==> config.mk <==
export PLATFORM = sky130hd
export DESIGN_NAME = alu_op_scheduler
export DESIGN_NICKNAME = d
export VERILOG_FILES = /design/src/rtl/alu_op_scheduler.sv
export SDC_FILE = /design/constraint.sdc
export NUM_CORES = 1
export LEC_CHECK = 0
export ABC_AREA = 1
export BUFFER_PORTS_ARGS = -buffer_cell sky130_fd_sc_hd__buf_2
export CORE_UTILIZATION = 64
export DETAILED_ROUTE_END_ITERATION = 16
export PLACE_DENSITY = 0.84
export RECOVER_POWER = 100
export SETUP_SLACK_MARGIN = 0.05
export SLEW_MARGIN = 0
export SYNTH_ARGS = -nofsm -noshare
export SYNTH_HDL_FRONTEND = slang
export SYNTH_SLANG_ARGS = --single-unit
==> constraint.sdc <==
create_clock -name clk -period 9.1 [get_ports clk]
set_input_delay 1.82 -clock clk [delete_from_list [all_inputs] [get_ports clk]]
set_output_delay 1.82 -clock clk [all_outputs]
set_load 0.005 [all_outputs]
==> src/rtl/alu_op_scheduler.sv <==
// alu_op_scheduler: debounced switch/operand front-end issuing ALU ops over valid/ready with optional auto-scan.
// Define ALU_SW_CONFLICT_EN to flag and suppress manual issues when more than one switch is on.
module alu_op_scheduler #(
    parameter int DEBOUNCE_CYCLES = 16,
    parameter int SCAN_CYCLES     = 50000000,
    parameter int OPERAND_W       = 10
) (
    input  logic                 clk,
    input  logic                 rst,
    input  logic [5:0]           sw_in,
    input  logic [OPERAND_W-1:0] operands_in,
    input  logic                 scan_en,
    input  logic                 op_ready,
    output logic                 op_valid,
    output logic [2:0]           op_sel,
    output logic [OPERAND_W-1:0] operands_q,
    output logic                 scan_active,
    output logic                 sw_conflict
);
    localparam int RW = OPERAND_W + 6;
    localparam int DW = $clog2(DEBOUNCE_CYCLES);
    localparam int SW = SCAN_CYCLES > 1 ? $clog2(SCAN_CYCLES) : 1;

    typedef enum logic [1:0] {IDLE, ISSUE, SCAN_ISSUE, DWELL} state_t;
    state_t state, state_n;

    logic [RW-1:0]        raw, prev, stable;
    logic [DW-1:0]        db_cnt;
    logic [SW-1:0]        dwell_cnt;
    logic [5:0]           s_sw;
    logic [OPERAND_W-1:0] s_ops, last_ops;
    logic [2:0]           enc, last_sel;
    logic                 settled, dwell_done, manual_req;

    assign raw         = {sw_in, operands_in};
    assign settled     = raw == prev && db_cnt == DW'(DEBOUNCE_CYCLES - 1);
    assign s_sw        = stable[RW-1 -: 6];
    assign s_ops       = stable[OPERAND_W-1:0];
    // sw6 outranks sw5 and sw4 by design of the front panel
    assign enc         = s_sw[0] ? 3'd1 : s_sw[1] ? 3'd2 : s_sw[2] ? 3'd3 :
                         s_sw[5] ? 3'd6 : s_sw[4] ? 3'd5 : s_sw[3] ? 3'd4 : 3'd0;
    assign manual_req  = {enc, s_ops} != {last_sel, last_ops} && !sw_conflict;
    assign dwell_done  = dwell_cnt == SW'(SCAN_CYCLES - 1);
    assign op_valid    = state == ISSUE || state == SCAN_ISSUE;
    assign scan_active = state == SCAN_ISSUE || state == DWELL;

`ifdef ALU_SW_CONFLICT_EN
    always_ff @(posedge clk or posedge rst)
        if (rst)
            sw_conflict <= 1'b0;
        else if (settled)
            sw_conflict <= $countones(raw[RW-1 -: 6]) > 1;
`else
    assign sw_conflict = 1'b0;
`endif

    always_comb begin
        state_n = state;
        case (state)
            IDLE:       state_n = scan_en ? SCAN_ISSUE : manual_req ? ISSUE : IDLE;
            ISSUE:      state_n = op_ready ? IDLE : ISSUE;
            SCAN_ISSUE: state_n = !op_ready ? SCAN_ISSUE : scan_en ? DWELL : IDLE;
            default:    state_n = !scan_en ? IDLE : dwell_done ? SCAN_ISSUE : DWELL;
        endcase
    end

    always_ff @(posedge clk or posedge rst)
        if (rst) begin
            state      <= IDLE;
            prev       <= '0;
            stable     <= '0;
            db_cnt     <= '0;
            dwell_cnt  <= '0;
            last_sel   <= '0;
            last_ops   <= '0;
            op_sel     <= '0;
            operands_q <= '0;
        end else begin
            state     <= state_n;
            prev      <= raw;
            db_cnt    <= raw != prev ? '0 : settled ? db_cnt : db_cnt + 1'b1;
            dwell_cnt <= state == DWELL && state_n == DWELL ? dwell_cnt + 1'b1 : '0;
            if (settled)
                stable <= raw;
            if (op_valid && op_ready) begin
                last_sel <= op_sel;
                last_ops <= operands_q;
            end
            if (state == IDLE && state_n != IDLE) begin
                op_sel     <= scan_en ? 3'd0 : enc;
                operands_q <= s_ops;
            end else if (state == DWELL && state_n == SCAN_ISSUE) begin
                op_sel     <= op_sel == 3'd6 ? 3'd0 : op_sel + 3'd1;
                operands_q <= s_ops;
            end
        end
endmodule
==> results of run 1 <==
## path summary, 6_finish.rpt
kind / end / depth (start not counted) / startpoint / slack [ns]
min: dwell_cnt[0] / 1 / dwell_cnt[0] / 0.47
max reg2reg: operands_q[3] / 10 / dwell_cnt[0] / 5.92
max in group asynchronous: operands_q[5] / 3 / rst / 6.57
min in group asynchronous: dwell_cnt[10] / 3 / rst / 1.82
min reg2reg: dwell_cnt[0] / 1 / dwell_cnt[0] / 0.47
max: operands_q[3] / 9 / scan_en / 5.15
## logic make-up (layout without fill, tap and decap cells)
group / count (synthesis) / in the layout
and+or+nand+nor: 277 / 277
adders and majority gates: 6 / 6
other: 1 / 1
DFF: 90 / 90
buffers and inverters: 85 / 126
AOI/OAI and AO/OA: 45 / 45
xor gates and xnor gates: 22 / 22
## synthesized netlist by cell type (4+ instances only)
master / number
nand2_1: 142
dfrtp_1: 90
inv_1: 74
nor2_1: 47
nand3_1: 35
o21ai_0: 17
xnor2_1: 14
nor3_1: 12
a21oi_1: 11
o21ai_2: 10
xor2_1: 8
ha_1: 6
nand4_1: 6
nand2_2: 5
nor3_2: 5
clkbuf_1: 4
nor3b_1: 4
## state kept, by name (all words and copies together) (netlist names)
signal	cells
stable	16
last_sel	3
db_cnt	4
operands_q	10
op_sel	3
last_ops	10
prev	16
dwell_cnt	26
state	2
## power by group
| part | total (µW) | leakage (µW) | switching [µW] | internal, µW |
|---|---|---|---|---|
| clock network | 262 | 0.000100 | 154 | 108 |
| registers | 439 | 0.00121 | 18.8 | 420 |
| logic | 175 | 0.000932 | 122 | 53.4 |
| total | 876 | 0.00224 | 295 | 582 |
## cell type report
class | instances | area share
tap | 80 | 0.0210
multi-input combinational | 351 | 0.375
sequential | 90 | 0.472
clock inverter | 7 | 0.0144
clock buffer | 9 | 0.0260
inverter | 74 | 0.0585
timing repair buffer | 36 | 0.0328
## routing by layer
| layer | share of wire | routed length (µm) | track usage | vias up |
|---|---|---|---|---|
| li1 | - | - | - | 1713 |
| met5 | 0 | 0 | 0 | - |
| met2 | 0.45 | 3590 | 0.391 | 78 |
| met4 | 0.021 | 168 | 0.102 | 0 |
| met1 | 0.49 | 3950 | 0.352 | 1540 |
| met3 | 0.044 | 353 | 0.0404 | 20 |
## stage by stage
step	worst slack, ns	utilization	hold slack (ns)	instance area, µm²	std cells
3_5_place_dp	5.36	0.695	0.458	4690	631
5_1_grt	4.85	0.706	0.482	4770	647
3_3_place_gp	5.49	0.695	0.451	4690	631
2_1_floorplan	4.94	-	0.433	4470	526
4_1_cts	5.72	0.723	0.471	4890	647
6_report	5.15	0.706	0.472	4770	647
## critical path: stages
cell	delay [ns]
clkbuf_1	0.21
nand2_1	0.12
inv_1	0.11
nand2_1	0.54
nand3_1	0.39
nand2_1	0.21
nand2_1	0.56
nand2_1	0.14
o21ai_0	0.11
==> summary.txt, run 1 <==
initial antenna violation count = 0
Antenna Violating Nets Remaining = 0
H-tree levels = 3
Final Skew = 0.0109 ns
period utilization = 0.434
drt pass-1 iters = 4
Period minus WS final = 3.95 ns
DR vias/cell = 5.18
area of the multi-input gates = 1790 µm²
Overall Power = 877 µW
critical path capture point type = register
Yosys top cell area share = 0.504
Core ar. = 6760 µm²
static leakage = 0.00224 µW
final-stage net count = 588
Synth warnings = 0
Post-Syn Area = 4470 µm²
Post-Syn Nets = 552
synthesized area per cell = 8.50 µm²
Global Route Usage Sum = 0.250
CP max FO = 28
DR vias = 3351
CTS clk-pin slew, worst paths = 0.10 ns
Layout area overhead = 6.66%
pin count of the biggest net entering global routing = 91
Die X = 85.6 µm
largest family of logic cells by synthesized area = simple AND/OR/NAND/NOR gates
IO Pins = 36
Die ar. = 7320 µm²
Wirelength per Cell = 12.5 µm
# resized after CTS = 0
Max Root-Sink Buffers = 2
Reg area = 2250 µm²
Post-Synth Adder-Cell Area = 0.0168
hpwl dp = 5830 µm
first-pass GRT wire length = 14300 µm
Die Span Y = 85.6 µm
later-pin clock latency in the skew report = 0.36 ns
gr ovfl total = 0
Root Driver = clkbuf_8
Post-CTS Setup Inserts = 0
PD cells = 184 nW/µm²
critical path launch point type = primary input
simple-gate area share of the yosys netlist = 0.296
# setup viols final = 0
drt initial violations = 231
Slew @ Worst Pin = 1.10 ns
Async SR Flop Fraction = 1.00
mux share of post-synthesis cell area = 0
hold buffers post-CTS = 0
post-synthesis sequential area ratio = 0.504
synth unique cells = 42
RePlAce Congestion = 0.811
EDFF count, synth = 0
Worst Path Arrival = 4.22 ns
CP required = 9.38 ns
Synth Area in Compound Gates = 0.0635
number of fill cells in the layout = 542
clock sinks = 90
initial core utilization = 0.662
vias in the first global route = 3234
unrepaired setup endpoints after global routing = no
Post-Synth XOR/XNOR Area = 0.0431
most common cell after layout, fill and taps aside = nand2_1
Port Buffers = 34
fmax = 253 MHz
worst vdd ir = 0.128 mV
ys flop type = dfrtp_1
status = complete, no violations
CTS tree = built
endpoints failing hold = 0
Relative slew margins = 0.268
Pins Over Slew Limit = 0
number of CTS-inserted buffers = 9
Seq cells post-synth = 90
Mapped Cells = 526
FP Rows = 30
DRC = 0
# diodes = 0
Post-Route WL = 8070 µm
top post-synthesis cells by area = dfrtp_1, nand2_1, inv_1, nor2_1, nand3_1
area leader, netlist = dfrtp_1
setup tns final = 0 ns
max cap viols = 0
commonest cells after routing, fill and taps aside = nand2_1, dfrtp_1, inv_1, nor2_1, nand3_1
Hold WC Path Type = reg -> reg
kind of critical path = in -> reg
share of layout cells above drive strength 1 = 0.0917
Power figures use the tool's default switching activity.
==> run 2, diff against run 1 <==
--- a/config.mk
+++ b/config.mk
@@ -5,11 +5,11 @@
 export SDC_FILE = /design/constraint.sdc
 export NUM_CORES = 1
 export LEC_CHECK = 0
-export ABC_AREA = 1
+export ABC_AREA = 0
 export BUFFER_PORTS_ARGS = -buffer_cell sky130_fd_sc_hd__buf_2
-export CORE_UTILIZATION = 64
+export CORE_UTILIZATION = 59
 export DETAILED_ROUTE_END_ITERATION = 16
-export PLACE_DENSITY = 0.84
+export PLACE_DENSITY = 0.79
 export RECOVER_POWER = 100
 export SETUP_SLACK_MARGIN = 0.05
 export SLEW_MARGIN = 0
==> constraint.sdc (replaced) <==
create_clock -name clk -period 4 [get_ports clk]
set_input_delay 0.8 -clock clk [delete_from_list [all_inputs] [get_ports clk]]
set_output_delay 0.8 -clock clk [all_outputs]
set_load 0.005 [all_outputs]
==> run 2 against run 1 <==
  * The flow now finishes with violations (capacitance limit, slew limit)
  * Non-clock buffer count increased by 2
  * Global-route usage shrank 1.7 points
  * Synthesized cell count fell by 36%
  * Combinational power rose by 52%
  * Clock skew down 0.0034 ns
  * Cell area is 6.4% lower
  * Count of clock-buffer cells in the layout unchanged
  * Critical path depth down 3
  * Sequential cell count is the same
  * Largest power group unchanged
==> summary.txt, run 2 <==
status = finished with violations (was complete, no violations)
failing checks = capacitance limit, slew limit
slack of the worst reg-to-reg path = 1.15 ns (was 5.92 ns)
setup tns final = 0 ns (unchanged)
DR vias/cell = 5.68 (was 5.18)
Antenna Violating Nets Remaining = 0 (unchanged)
number of CTS-inserted buffers = 9 (unchanged)
Die Span Y = 85.2 µm (was 85.6 µm)
top flop regs = dwell_cnt x26, prev x16, stable x16 (unchanged)
static leakage = 0.00210 µW (was 0.00224 µW)
drt initial violations = 107 (was 231)
clock sinks = 90 (unchanged)
CP max FO = 25 (was 28)
PD cells = 396 nW/µm² (was 184 nW/µm²)
Post-Route WL = 7500 µm (was 8070 µm)
CTS clk-pin slew, worst paths = 0.08 ns (was 0.10 ns)
Die X = 85.2 µm (was 85.6 µm)
Slew @ Worst Pin = 1.92 ns (was 1.10 ns)
endpoints failing hold = 0 (unchanged)
Yosys top cell area share = 0.551 (was 0.504)
later-pin clock latency in the skew report = 0.36 ns (about the same)
initial core utilization = 0.626 (was 0.662)
Relative slew margins = -0.288 (was 0.268)
# resized after CTS = 0 (unchanged)
# diodes = 0 (unchanged)
gr ovfl total = 0 (unchanged)
IO Pins = 36 (unchanged)
final instance area = 4470 µm² (was 4770 µm²)
max FFs per register = 26 (unchanged)
Root Driver = clkbuf_8 (unchanged)
Critical R2R Capture = dwell_cnt[25] (was operands_q[3])
Crit Reg-Reg Startpoint = dwell_cnt[0] (unchanged)
Wirelength per Cell = 16.2 µm (was 12.5 µm)
RePlAce Congestion = 0.811 (about the same)
post-synthesis sequential area ratio = 0.551 (was 0.504)
CP required = 4.20 ns (was 9.38 ns)
first-pass GRT wire length = 12800 µm (was 14300 µm)
Post-CTS Setup Inserts = 0 (unchanged)
Final Skew = 0.00750 ns (was 0.0109 ns)
count leader, synth = dfrtp_1 (was nand2_1)
Post-Syn Area = 4090 µm² (was 4470 µm²)
commonest cells after routing, fill and taps aside = dfrtp_1, mux2_2, xor2_1, nor2_1, clkbuf_1 (was nand2_1, dfrtp_1, inv_1, nor2_1, nand3_1)
Synth warnings = 0 (unchanged)
Layout area overhead = 9.28% (was 6.66%)
final-stage net count = 407 (was 588)
top post-synthesis cells by area = dfrtp_1, mux2_2, xor2_1, nor2_1, xnor2_1 (was dfrtp_1, nand2_1, inv_1, nor2_1, nand3_1)
ys flop type = dfrtp_1 (unchanged)
DR vias = 2629 (was 3351)
worst hold endpoint = dwell_cnt[0] (unchanged)
critical path capture point type = register (unchanged)
Port Buffers = 34 (unchanged)
number of fill cells in the layout = 504 (was 542)
Most flops, register = dwell_cnt (unchanged)
hold path startpoint = dwell_cnt[0] (unchanged)
share of layout cells above drive strength 1 = 0.202 (was 0.0917)
drt pass-1 iters = 4 (unchanged)
Worst Hold Depth = 1 (unchanged)
Period minus WS final = 2.85 ns
FP Rows = 29 (was 30)
Hold WC Path Type = reg -> reg (unchanged)
synthesized area per cell = 12.1 µm² (was 8.50 µm²)
Die ar. = 7260 µm² (was 7320 µm²)
most common cell after layout, fill and taps aside = dfrtp_1 (was nand2_1)
area of the multi-input gates = 1750 µm² (was 1790 µm²)
Seq cells post-synth = 90 (unchanged)
Async SR Flop Fraction = 1.00 (unchanged)
Global Route Usage Sum = 0.233 (was 0.250)
fmax = 351 MHz
worst-case reg-to-reg path depth = 6 (was 10)
Mapped Cells = 339 (was 526)
worst vdd ir = 0.275 mV (was 0.128 mV)
CTS tree = built (unchanged)
Worst Path Arrival = 3.05 ns (was 4.22 ns)
initial antenna violation count = 0 (unchanged)
EDFF count, synth = 0 (unchanged)
area post-placement = 4350 µm² (was 4690 µm²)
max cap viols = 1 (was 0)
pin count of the biggest net entering global routing = 45 (was 91)
area leader, netlist = dfrtp_1 (unchanged)
# setup viols final = 0 (unchanged)
period utilization = 0.712
Post-synth top cells = dfrtp_1, mux2_2, xor2_1, nor2_1, nand2_1 (was nand2_1, dfrtp_1, inv_1, nor2_1, nand3_1)
H-tree levels = 3 (unchanged)
Worst Hold Slack = 0.486 ns (was 0.472 ns)
Pins Over Slew Limit = 45 (was 0)
Core ar. = 6530 µm² (was 6760 µm²)
kind of critical path = reg -> reg (was in -> reg)
unrepaired setup endpoints after global routing = no (unchanged)
Reg area = 2250 µm² (unchanged)
critical path launch point type = register (was primary input)
vias in the first global route = 2713 (was 3234)
DRC = 0 (unchanged)
hold buffers post-CTS = 0 (unchanged)
Max Root-Sink Buffers = 2 (unchanged)
Post-Syn Nets = 365 (was 552)
synth unique cells = 51 (was 42)
hpwl dp = 5280 µm (was 5830 µm)
## run 2: how the worst max path moves through the flow
stage | startpoint | to | slack (ns) | cells past startpoint
after detailed placement | sw_in[4] | stable[8] | 1.30 | 7
after floorplan | rst | db_cnt[0] | 0.86 | 1
after global routing | rst | db_cnt[2] | 0.69 | 3
after global placement | sw_in[4] | stable[13] | 1.35 | 7
after CTS | dwell_cnt[0] | operands_q[3] | 1.44 | 7
final | dwell_cnt[0] | dwell_cnt[25] | 1.15 | 6
## run 2: cell families (layout without fill, tap and decap cells)
logic type / count (synthesis) / count (layout) / share of synthesized area
AOI/OAI and AO/OA: 25 / 25 / 0.0456
and+or+nand+nor: 109 / 109 / 0.144
adders and majority gates: 6 / 6 / 0.0184
other: 1 / 1 / 0.000918
muxes: 42 / 42 / 0.115
DFF: 90 / 90 / 0.551
buffers and inverters: 15 / 62 / 0.0153
xor gates and xnor gates: 51 / 51 / 0.109
## run 2: critical path: stages (launching register included)
cell	delay, ns
dfrtp_1	0.39
ha_1	0.24
and4_1	0.27
nand3_1	0.21
o311ai_0	0.58
clkbuf_1	0.86
nor2_1	0.13
## run 2: cell type report
type	count	share of cell area
clock buffer	9	0.0277
clock inverter	7	0.0115
inverter	8	0.00700
multi-input combinational	234	0.393
sequential	90	0.504
tap	77	0.0216
timing repair buffer	38	0.0353
## run 2: metal layers
layer / share of wire / global-route usage / up-vias
li1: - / - / 1267
met1: 0.44 / 0.283 / 1313
met2: 0.51 / 0.403 / 37
met3: 0.039 / 0.0457 / 12
met4: 0.015 / 0.105 / 0
met5: 0 / 0 / -
## run 2: per-stage QoR
| step | util | std cells | power, µW | setup slack, ns |
|---|---|---|---|---|
| 6_report | 0.684 | 463 | 1770 | 1.15 |
| 5_1_grt | 0.684 | 463 | 1850 | 0.691 |
| 4_1_cts | 0.693 | 463 | 1790 | 1.44 |
| 3_5_place_dp | 0.666 | 447 | 1230 | 1.30 |
| 3_3_place_gp | 0.666 | 447 | 1220 | 1.35 |
| 2_1_floorplan | - | 339 | 1140 | 0.865 |
## run 2: where the power goes
group | leakage, µW | internal [µW] | switching (µW)
Combinational | 0.000800 | 99.3 | 167
Clock | 0.0000864 | 230 | 335
Sequential | 0.00122 | 925 | 11.3
Total | 0.00210 | 1250 | 513
==> run 3, diff against run 2 <==
--- a/config.mk
+++ b/config.mk
@@ -5,11 +5,11 @@
 export SDC_FILE = /design/constraint.sdc
 export NUM_CORES = 1
 export LEC_CHECK = 0
-export ABC_AREA = 0
+export ABC_AREA = 1
 export BUFFER_PORTS_ARGS = -buffer_cell sky130_fd_sc_hd__buf_2
-export CORE_UTILIZATION = 59
+export CORE_UTILIZATION = 60
 export DETAILED_ROUTE_END_ITERATION = 16
-export PLACE_DENSITY = 0.79
+export PLACE_DENSITY = 0.8
 export RECOVER_POWER = 100
 export SETUP_SLACK_MARGIN = 0.05
 export SLEW_MARGIN = 0
==> constraint.sdc (replaced) <==
create_clock -name clk -period 2.75 [get_ports clk]
set_input_delay 0.55 -clock clk [delete_from_list [all_inputs] [get_ports clk]]
set_output_delay 0.55 -clock clk [all_outputs]
set_load 0.005 [all_outputs]
==> run 3 against run 2 <==
  * The flow still finishes with violations (capacitance limit, slew limit)
  * Register-to-register slack got worse by 0.73 ns
  * Critical path depth rose by 2
  * Sequential power increased by 56%
  * First-iteration DRC count rose by 60%
  * Sequential share of layout area is 3.4 points lower
  * Clock power is 52% higher
  * Maximum frequency grew 22%
  * Global-route usage is 0.58 points lower
  * Worst hold slack got worse by 0.18 ns
  * Core utilization down 2.0 points
  * Largest cell class unchanged
==> summary.txt, run 3 (synthesized netlist as in run 1, its figures left out) <==
status = finished with violations (unchanged)
failing checks = capacitance limit, slew limit (unchanged)
# resized after CTS = 0 (unchanged)
CTS tree = built (unchanged)
Die X = 88.3 µm (was 85.2 µm)
Post-CTS Setup Inserts = 0 (unchanged)
final-stage net count = 589 (was 407)
vias in the first global route = 3187 (was 2713)
Die Span Y = 88.3 µm (was 85.2 µm)
# diodes = 0 (unchanged)
PD cells = 616 nW/µm² (was 396 nW/µm²)
max FFs per register = 26 (unchanged)
DR vias = 3382 (was 2629)
IO Pins = 36 (unchanged)
Max Root-Sink Buffers = 2 (unchanged)
Critical R2R Capture = dwell_cnt[21] (was dwell_cnt[25])
setup tns final = 0 ns (unchanged)
CTS clk-pin slew, worst paths = 0.10 ns (was 0.08 ns)
H-tree levels = 3 (unchanged)
Core ar. = 7210 µm² (was 6530 µm²)
static leakage = 0.00221 µW (was 0.00210 µW)
Post-Route WL = 8080 µm (was 7500 µm)
unrepaired setup endpoints after global routing = no (unchanged)
met2 Usage GRT = 0.371 (was 0.403)
Most flops, register = dwell_cnt (unchanged)
Die ar. = 7800 µm² (was 7260 µm²)
fmax = 430 MHz (was 351 MHz)
Global Route met3 Usage = 0.0522 (was 0.0457)
gr ovfl total = 0 (unchanged)
Worst Path Arrival = 2.56 ns (was 3.05 ns)
drt pass-1 iters = 4 (unchanged)
hold buffers post-CTS = 0 (unchanged)
Relative slew margins = -0.272 (was -0.288)
initial core utilization = 0.620 (was 0.626)
DRC = 0 (unchanged)
worst-case reg-to-reg path depth = 8 (was 6)
CP required = 2.99 ns (was 4.20 ns)
initial antenna violation count = 0 (unchanged)
worst vdd ir = 0.377 mV (was 0.275 mV)
Period minus WS final = 2.33 ns (was 2.85 ns)
later-pin clock latency in the skew report = 0.36 ns (about the same)
critical path capture point type = register (unchanged)
Port Buffers = 34 (unchanged)
most common cell after layout, fill and taps aside = nand2_1 (was dfrtp_1)
Slew @ Worst Pin = 1.91 ns (was 1.92 ns)
Layout area overhead = 7.11% (was 9.28%)
# setup viols final = 0 (unchanged)
Antenna Violating Nets Remaining = 0 (unchanged)
grt peak-use layer = met2 (unchanged)
GR Util met1 = 0.306 (was 0.283)
Worst Hold Depth = 1 (unchanged)
post-layout util = 0.664 (was 0.684)
period utilization = 0.846 (was 0.712)
slack of the worst reg-to-reg path = 0.42 ns (was 1.15 ns)
Final Skew = 0.0146 ns (was 0.00750 ns)
CP max FO = 4 (was 25)
top flop regs = dwell_cnt x26, prev x16, stable x16 (unchanged)
first-pass GRT wire length = 13700 µm (was 12800 µm)
drt initial violations = 171 (was 107)
worst hold endpoint = prev[12] (was dwell_cnt[0])
commonest cells after routing, fill and taps aside = nand2_1, dfrtp_1, inv_1, nor2_1, nand3_1 (was dfrtp_1, mux2_2, xor2_1, nor2_1, clkbuf_1)
kind of critical path = reg -> reg (unchanged)
FP Rows = 31 (was 29)
Hold WC Path Type = in -> reg (was reg -> reg)
Wirelength per Cell = 12.1 µm (was 16.2 µm)
RePlAce Congestion = 0.871 (was 0.811)
Crit Reg-Reg Startpoint = dwell_cnt[5] (was dwell_cnt[0])
max cap viols = 1 (unchanged)
critical path launch point type = register (unchanged)
hold path startpoint = sw_in[2] (was dwell_cnt[0])
share of layout cells above drive strength 1 = 0.0810 (was 0.202)
hpwl dp = 5780 µm (was 5280 µm)
DR vias/cell = 5.07 (was 5.68)
Pins Over Slew Limit = 91 (was 45)
clock sinks = 90 (unchanged)
Root Driver = clkbuf_8 (unchanged)
pin count of the biggest net entering global routing = 91 (was 45)
Global Route Usage Sum = 0.227 (was 0.233)
number of CTS-inserted buffers = 9 (unchanged)
endpoints failing hold = 0 (unchanged)
[run 3: worst max-delay path, cell delays in order (launching register included)]
cell and delay [ns]:
dfrtp_1 0.42, nand2_1 0.12, nor4_1 0.46, nand2_2 0.15
nor4_1 0.47, nand3_1 0.19, nor2_1 0.17, nand2_1 0.06
nor3b_2 0.15
[run 3: cell type report]
cell class | count | area [µm²]
Clock buffer | 9 | 124
Clock inverter | 7 | 68.8
Fill cell | 631 | 2430
Inverter | 74 | 282
Multi-Input combinational cell | 351 | 1790
Sequential cell | 90 | 2250
Tap cell | 99 | 124
Timing Repair Buffer | 37 | 151
[run 3: metal layers]
metal / part of all wire / vias up
met3: 0.030 / 6
met5: 0 / -
met4: 0.0089 / 0
li1: - / 1720
met1: 0.49 / 1603
met2: 0.47 / 53
[run 3: through the flow]
step / setup WS (ns) / hold slack [ns] / instances / power (µW) / instance area, µm²
final: 0.424 / 0.305 / 667 / 2950 / 4790
after global routing: 0.223 / 0.294 / 667 / 3120 / 4790
after CTS: 0.609 / 0.294 / 667 / 3000 / 4930
after detailed placement: 0.640 / 0.458 / 651 / 2140 / 4740
after global placement: 0.707 / 0.444 / 651 / 2120 / 4740
after floorplan: 0.959 / 0.433 / 526 / 2010 / 4470
[run 3: report_power, final]
part / switching, µW / leakage, µW / internal (µW) / total, µW
Clock: 505 / 0.0000915 / 351 / 857
Sequential: 64.7 / 0.00121 / 1390 / 1460
Combinational: 440 / 0.000908 / 197 / 636
Total: 1010 / 0.00221 / 1940 / 2950
[run 3: worst max-delay path by stage]
stage | startpoint | end | slack [ns] | depth (start not counted)
after floorplan | sw_in[2] | stable[0] | 0.96 | 10
after global placement | operands_in[3] | stable[12] | 0.71 | 8
after detailed placement | dwell_cnt[0] | operands_q[7] | 0.64 | 10
after CTS | dwell_cnt[15] | operands_q[5] | 0.61 | 11
after global routing | dwell_cnt[5] | dwell_cnt[21] | 0.22 | 8
final | dwell_cnt[5] | dwell_cnt[21] | 0.42 | 8
